`config.mk`:
```
export PLATFORM = sky130hd
export DESIGN_NAME = enc_8b10b_tx
export DESIGN_NICKNAME = d
export VERILOG_FILES = /design/src/rtl/enc_8b10b_tx.sv
export SDC_FILE = /design/constraint.sdc
export NUM_CORES = 1
export LEC_CHECK = 0
export ABC_AREA = 0
export BUFFER_PORTS_ARGS = -buffer_cell sky130_fd_sc_hd__buf_2
export CORE_ASPECT_RATIO = 0.7
export CORE_MARGIN = 10
export CORE_UTILIZATION = 52
export CTS_CLUSTER_DIAMETER = 100
export DETAILED_ROUTE_END_ITERATION = 16
export GPL_TIMING_DRIVEN = 0
export PLACE_DENSITY = 0.76
export SLEW_MARGIN = 10
export SYNTH_ARGS = -nofsm -noshare
export SYNTH_HDL_FRONTEND = slang
export SYNTH_SLANG_ARGS = --single-unit
```
`constraint.sdc`:
```
create_clock -name clk -period 3.7 [get_ports clk]
set_clock_uncertainty 0.05 [all_clocks]
set_input_delay 1.11 -clock clk [delete_from_list [all_inputs] [get_ports clk]]
set_output_delay 1.11 -clock clk [all_outputs]
set_load 0.02 [all_outputs]
```
`src/rtl/enc_8b10b_tx.sv`:
```
// Registered 8b/10b encoder: 5b/6b + 3b/4b with running-disparity tracking,
// K-character validation and optional K28.5 idle insertion. One symbol per cycle.
module enc_8b10b_tx #(
    parameter logic [7:0] IDLE_CHAR = 8'hBC,
    parameter logic       RD_RESET  = 1'b0
) (
    input  logic       clk,
    input  logic       reset,
    input  logic       ena,
    input  logic       idle_ins,
    input  logic [7:0] datain,
    input  logic       kin,
    input  logic       rdforce,
    input  logic       rdin,
    output logic       valid,
    output logic [9:0] dataout,
    output logic       kerr,
    output logic       rdout
);

    // 6b data codes for RD- in abcdei order (MSB = a).
    function automatic logic [5:0] code6_neg(input logic [4:0] x);
        case (x)
            5'd0:  code6_neg = 6'b100111;  5'd1:  code6_neg = 6'b011101;
            5'd2:  code6_neg = 6'b101101;  5'd3:  code6_neg = 6'b110001;
            5'd4:  code6_neg = 6'b110101;  5'd5:  code6_neg = 6'b101001;
            5'd6:  code6_neg = 6'b011001;  5'd7:  code6_neg = 6'b111000;
            5'd8:  code6_neg = 6'b111001;  5'd9:  code6_neg = 6'b100101;
            5'd10: code6_neg = 6'b010101;  5'd11: code6_neg = 6'b110100;
            5'd12: code6_neg = 6'b001101;  5'd13: code6_neg = 6'b101100;
            5'd14: code6_neg = 6'b011100;  5'd15: code6_neg = 6'b010111;
            5'd16: code6_neg = 6'b011011;  5'd17: code6_neg = 6'b100011;
            5'd18: code6_neg = 6'b010011;  5'd19: code6_neg = 6'b110010;
            5'd20: code6_neg = 6'b001011;  5'd21: code6_neg = 6'b101010;
            5'd22: code6_neg = 6'b011010;  5'd23: code6_neg = 6'b111010;
            5'd24: code6_neg = 6'b110011;  5'd25: code6_neg = 6'b100110;
            5'd26: code6_neg = 6'b010110;  5'd27: code6_neg = 6'b110110;
            5'd28: code6_neg = 6'b001110;  5'd29: code6_neg = 6'b101110;
            5'd30: code6_neg = 6'b011110;  default: code6_neg = 6'b101011;
        endcase
    endfunction

    // 4b codes seen with RD- going into the 3b/4b stage, fghj order (MSB = f).
    function automatic logic [3:0] code4_neg(input logic [2:0] y, input logic is_k,
                                             input logic alt7);
        case (y)
            3'd0:    code4_neg = 4'b1011;
            3'd1:    code4_neg = is_k ? 4'b0110 : 4'b1001;
            3'd2:    code4_neg = is_k ? 4'b1010 : 4'b0101;
            3'd3:    code4_neg = 4'b1100;
            3'd4:    code4_neg = 4'b1101;
            3'd5:    code4_neg = is_k ? 4'b0101 : 4'b1010;
            3'd6:    code4_neg = is_k ? 4'b1001 : 4'b0110;
            default: code4_neg = alt7 ? 4'b0111 : 4'b1110;
        endcase
    endfunction

    logic       r_valid;
    logic [9:0] r_dataout;
    logic       r_kerr;
    logic       r_rd;

    logic       w_encode;
    logic [7:0] w_byte;
    logic       w_kreq;
    logic       w_k_legal;
    logic       w_is_k;
    logic       w_kerr;
    logic       w_rd_start;
    logic [5:0] w_6b_neg;
    logic [5:0] w_6b;
    logic       w_6b_unbal;
    logic       w_rd_mid;
    logic       w_alt7;
    logic [3:0] w_4b_neg;
    logic [3:0] w_4b;
    logic       w_4b_unbal;
    logic       w_rd_end;
    logic [9:0] w_code;

    // NOTE: every combinational output gets a default first so no path can infer a latch.
    always_comb begin
        w_encode   = ena | idle_ins;
        w_byte     = ena ? datain : IDLE_CHAR;
        w_kreq     = ena ? kin : 1'b1;
        w_k_legal  = (w_byte[4:0] == 5'd28) ||
                     (w_byte == 8'hF7) || (w_byte == 8'hFB) ||
                     (w_byte == 8'hFD) || (w_byte == 8'hFE);
        w_is_k     = w_kreq & w_k_legal;
        w_kerr     = w_kreq & ~w_k_legal;
        w_rd_start = rdforce ? rdin : r_rd;

        w_6b_neg   = (w_is_k && w_byte[4:0] == 5'd28) ? 6'b001111 : code6_neg(w_byte[4:0]);
        w_6b_unbal = ($countones(w_6b_neg) != 3);
        // D7 is balanced yet still alternates with RD, so it complements like an unbalanced code.
        w_6b       = (w_rd_start && (w_6b_unbal || w_6b_neg == 6'b111000)) ? ~w_6b_neg : w_6b_neg;
        w_rd_mid   = w_rd_start ^ w_6b_unbal;

        w_alt7     = w_is_k ||
                     (!w_rd_mid && (w_byte[4:0] == 5'd17 || w_byte[4:0] == 5'd18 ||
                                    w_byte[4:0] == 5'd20)) ||
                     ( w_rd_mid && (w_byte[4:0] == 5'd11 || w_byte[4:0] == 5'd13 ||
                                    w_byte[4:0] == 5'd14));
        w_4b_neg   = code4_neg(w_byte[7:5], w_is_k, w_alt7);
        w_4b_unbal = ($countones(w_4b_neg) != 2);
        // K codes always take the complementary column at RD+, neutral ones included.
        w_4b       = (w_rd_mid && (w_is_k || w_4b_unbal || w_4b_neg == 4'b1100)) ? ~w_4b_neg : w_4b_neg;
        w_rd_end   = w_rd_mid ^ w_4b_unbal;

        w_code     = '0;
        for (int i = 0; i < 6; i++) w_code[i]     = w_6b[5-i];
        for (int i = 0; i < 4; i++) w_code[6 + i] = w_4b[3-i];
    end

    // NOTE: sequential state uses non-blocking assignments so every register samples pre-edge values.
    always_ff @(posedge clk or posedge reset) begin
        if (reset) begin
            r_valid   <= 1'b0;
            r_dataout <= '0;
            r_kerr    <= 1'b0;
            r_rd      <= RD_RESET;
        end else begin
            r_valid <= w_encode;
            if (w_encode) begin
                r_dataout <= w_code;
                r_kerr    <= w_kerr;
                r_rd      <= w_rd_end;
            end
        end
    end

    assign valid   = r_valid;
    assign dataout = r_dataout;
    assign kerr    = r_kerr;
    assign rdout   = r_rd;

endmodule

```
Yosys cells after proc, flatten, opt, wreduce, memory -nomap -nowiden
Memory sizes are Yosys's and may differ from the RTL's. Cells that the tools add are included.

Register bits: 13. Latch bits: 0. Bits in writable memories: 0. Memory bits (read-only): 192. Output and inout port bits: 13. Word-level logic and storage cells: 74. Memories kept: 1.

$add $sub $neg: 8. Multipliers: 0. Divide/modulo/power cells: 0. Magnitude comparators: 0. Equality and inequality tests: 21. Shifts and indexed selects: 0. Mux-type cells: 12. Bitwise operators: 8. Reduce and logical (&&, ||, !) cells: 20.

Memory list: (name not given) (words 32, bits a word 6, read ports 1, clocked after Yosys merged registers in 0, wr ports 0, line 23) `case (x)`.

Operators with widths (count): $eq A8 B8 Y1 const B (4); $pmux W4 S7 (1); $mux W4 (6); $eq A5 B5 Y1 const B (4); $eq A5 B4 Y1 const B (3); $logic_or A1 B1 Y1 (13); $mux W6 (2); $add A1 B1 Y2 (5); $eq A3 B3 Y1 const B (3); $mux W8 (1); $add A2 B2 Y3 (2); $eq A3 B2 Y1 const B (2); $eq A6 B6 Y1 const B (1); $not A6 Y6 (1); $logic_and A1 B1 Y1 (5); $add A3 B2 Y4 (1); $eq A4 B4 Y1 const B (1); $ne A4 B2 Y1 const B (1); $not A4 Y4 (1); $eq A3 B1 Y1 const B (1); $logic_not A3 Y1 (1); $ne A3 B2 Y1 const B (1); $and A1 B1 Y1 (2); $mux W1 (2); other kinds (4) (5).

Depth between registers and ports, before layout
Word-level depth: 27. Depth in mapped cells: 32. Depth with buffers taken out: 28.

Worst setup path after synthesis
OpenSTA, ideal clock, no wires.

Kind: input to register. From: in ena. To: reg r_dataout[9], in the netlist dataout[9]. Arrival: 7679 ps. Required time: 3524 ps. Setup slack: -4154 ps. Cell stages on the path: 29. Buffers on the path: 4. Cell sequence: buf_2 buf_2 buf_2 and2_1 inv_1 ha_1 buf_4 inv_2 o311ai_0 fa_1 fa_1 ha_1 inv_1 fa_1 nand3b_1 xnor2_1 o311a_1 nor2_2 inv_1 fa_1 ha_1 ha_1 nor3b_1 inv_1 a211oi_1 o2bb2ai_1 a21oi_2 xor2_1 a21oi_1.

Cells in the longest elaborated chain, start to end: 27. Elaborated cells between the ends (all ways): 61. Those cells by class: 8 x add/sub; 20 x eq/ne; 10 x mux; 4 x bitwise; 18 x reduce/logical; 1 x memory.

RTL lines: start: declaration (line 9) `input logic ena,`; $mux W8 (line 84) `w_byte = ena ? datain : IDLE_CHAR;`; $eq A8 B8 Y1 or $eq A5 B5 Y1 (tied branches) (line 87, 86, 93); $logic_or A1 B1 Y1 (line 86) `w_k_legal = (w_byte[4:0] == 5'd28) ||`; $logic_or A1 B1 Y1 (2 in series) (line 87) `(w_byte == 8'hF7) || (w_byte == 8'hFB) ||`; $logic_or A1 B1 Y1 (line 88) `(w_byte == 8'hFD) || (w_byte == 8'hFE);`; $and A1 B1 Y1 (line 89) `w_is_k = w_kreq & w_k_legal;`; $logic_and A1 B1 Y1 (line 93) `w_6b_neg = (w_is_k && w_byte[4:0] == 5'd28) ? 6'b001111 : code6_neg(w_byte[4:0]);`; $mux W6 (line 93); [... 9 more ...]; $mux W4 (line 54) `default: code4_neg = alt7 ? 4'b0111 : 4'b1110;`; $pmux W4 S7 (line 46) `case (y)`; $add A1 B1 Y2 (implied by the code) (line 105) `w_4b_unbal = ($countones(w_4b_neg) != 2);`; $add A2 B2 Y3 (implied by the code) (line 105); $ne A3 B2 Y1 (line 105); $logic_or A1 B1 Y1 (2 in series) (line 107) `w_4b = (w_rd_mid && (w_is_k || w_4b_unbal || w_4b_neg == 4'b1100)) ? ~w_4b_neg : w_4b_neg;`; $logic_and A1 B1 Y1 (line 107); $mux W4 (line 107); end signal: assignment (line 125) `r_dataout <= w_code;`; end: declaration (line 59) `logic [9:0] r_dataout;`.

Several ways; a longest one is shown, not always the timed one. A chain may end at the register's enable or synchronous reset.

Worst setup path after layout
From: in ena. To: reg r_dataout[8], in the netlist dataout[8].

The elaborated chain is that of the path after synthesis.

==> metrics <==
IO Pins 28; Setup TNS -22.64 ns; Total GRT Usage 16.3%; pwr/cell area 448 nW/µm²; gpl congestion 0.918; Core Region 3280 µm²; drt first-iter violations 248; Critical Path Start Type input port; count of different cell masters after synthesis 62; Placement Cell Area 2110 µm²; largest net degree at the start of global routing 14; first-pass GRT wire length 8980 µm; R2R depth 15; worst hold path depth 2; Post-synth EDFFs 0; min-delay src dataout[4]; die height 69.7 µm; Final Critical Period 6.99 ns; Final Hold Viols 0; Final period util 189%; wire length per cell 17.3 µm; chip width 91.0 µm; DR DRC count 0; TritonCTS clock tree yes; CP max stage cell fa_1; setup violators final 11; Root Buffer clkbuf_8; Power Total 1.09 mW; reg2reg setup slack 0.15 ns; Initial Util 56.1%; num rows 17; total wire length 5650 µm; asr flop ratio synth 100%; Clock transition at path regs 0.05 ns; f_max 0.143 GHz; commonest non-fill, non-tap cell in the layout buf_2; maximum vdd drop 0.356 mV; outcome finished with violations; Syn Inst Count 234; main flop type after synthesis dfrtp_1; Yosys warnings 0; HP Class flip-flop to flip-flop; Num CTS Buffers 3; Max Root-Sink Buffers 2; Fin Hold WS 0.436 ns; sequential area share after synthesis 17.7%; Reg-to-Reg End dataout[8]; Final Slew Violations 0; share of layout cells above drive strength 1 37.5%; vias in the first global route 1,816; Worst Path Max Fanout 5; final worst slack -3.29 ns; average vias per placed instance 6.20; MaxCap Viol Count 0; Final #Nets 313; Synthesized Nets 266; # port buffers 24; CP Data Required Time 3.75 ns; leak pwr 1.04 nW; H-tree depth 1; Worst-Margin Slew 0.731 ns; most frequent cells in the layout buf_2, nor2_1, buf_4; antenna viol nets, final 0; CP arrival 7.04 ns; Avg Cell Area, Syn 7.85 µm²; Rel. slew slack 51.1%; Syn Std Cell Area 1840 µm²; total grt overflow 0; antenna violations before repair 0; DIE AREA 6350 µm²; final instance area 2430 µm²; most used cell along the critical path fa_1; CP max stage delay 0.56 ns; failing checks setup timing; fill count 272; antenna cells 0; critical path class input port to flip-flop; RSZ-0062 raised after global routing true; crit end category flip-flop; vias 2,028; Worst-Skew Late Latency 0.24 ns; hold endpoint dataout[4]; drt first pass iters 5; clk sinks 13; Seq cells post-synth 13; DP HPWL 3840 µm; Layout area overhead 32.2%; worst r2r src rdout
-- worst max-delay path, delay by kind of cell --
kind	cells	cell delay, ns
AO/OA/AOI/OAI	7	1.12
AND/OR/NAND/NOR	4	0.80
buffers and inverters	7	0.54
adder cells (fa/ha/maj)	9	3.03
XOR/XNOR	2	0.42
-- through the flow --
stage	std cells	setup WS, ns	util (%)
global route	327	-3.63	74.1
CTS	323	-3.35	71.8
finish	327	-3.29	74.1
floorplan	234	-3.47	-
detailed placement	305	-4.08	64.4
global placement	305	-4.00	64.4
-- where the power goes --
group / switching, mW / leakage, nW / internal (mW)
registers: 0.0310 / 0.151 / 0.199
logic: 0.411 / 0.865 / 0.319
clock network: 0.0512 / 0.0228 / 0.0761
-- layout make-up --
cell class | instances | area, µm² | share of cell area, %
multi-input cells | 185 | 1520 | 62.6
flip-flops and latches | 13 | 325 | 13.4
clock buffers | 4 | 45.0 | 1.86
well taps | 47 | 58.8 | 2.42
repair buffers | 44 | 282 | 11.6
inverters | 22 | 90.1 | 3.71
plain buffers | 12 | 108 | 4.43
-- state kept, by name, summed over array words and instances, names as in the netlist --
signal   flops
rdout        1
dataout     10
valid        1
kerr         1
-- cell families (layout without fill, tap and decap cells) --
| kind of cell | count (synthesis) | in the layout | share of synthesized area (%) |
|---|---|---|---|
| DFF | 13 | 13 | 17.7 |
| xor gates and xnor gates | 6 | 6 | 3.68 |
| AOI/OAI and AO/OA | 74 | 74 | 28.8 |
| muxes | 6 | 6 | 4.02 |
| buffers and inverters | 36 | 82 | 9.13 |
| adders and majority gates | 18 | 18 | 13.8 |
| and+or+nand+nor | 81 | 81 | 22.8 |
-- cells in the mapped netlist, types with 4 or more instances --
library cell,instances,share of area [%]
a21oi_1,10,2.7
a21oi_2,4,1.9
a31oi_1,5,1.7
buf_2,11,3.0
dfrtp_1,13,18
fa_1,4,4.4
ha_1,13,8.9
inv_1,20,4.1
mux2i_1,4,2.2
nand2_1,18,3.7
nand2b_1,5,1.7
nand3_1,6,1.6
nand4_1,5,1.7
nor2_1,19,3.9
nor2b_1,8,2.7
nor3_1,5,1.4
o21ai_0,11,3.0
o22ai_1,6,2.0
-- per-layer routing --
layer,track usage [%],share of wire (%),vias up
met5,0,0,-
met4,2.06,0.30,0
met3,2.48,9.2,2
met2,24.4,45,121
met1,24.2,45,947
li1,-,-,958
-- timing repair --
action | 4_1_cts | 5_1_grt
hold buffers | 0 | 0
gates resized for setup | 22 | 10
setup buffers | 19 | 6
hold endpoints to repair | 0 | 0
pin swaps | 26 | 22
endpoints found under the setup margin | 11 | 11
-- how the worst max path moves through the flow --
| stage | start | endpoint | slack [ns] | cells after the start |
|---|---|---|---|---|
| final | ena | dataout[8] | -3.29 | 29 |
| after global routing | ena | dataout[8] | -3.63 | 30 |
| after CTS | ena | dataout[8] | -3.35 | 30 |
| after detailed placement | ena | dataout[8] | -4.08 | 29 |
| after global placement | ena | dataout[9] | -4.00 | 30 |
| after floorplan | ena | dataout[9] | -3.47 | 30 |
No activity file was read; power rests on OpenSTA's default activity.
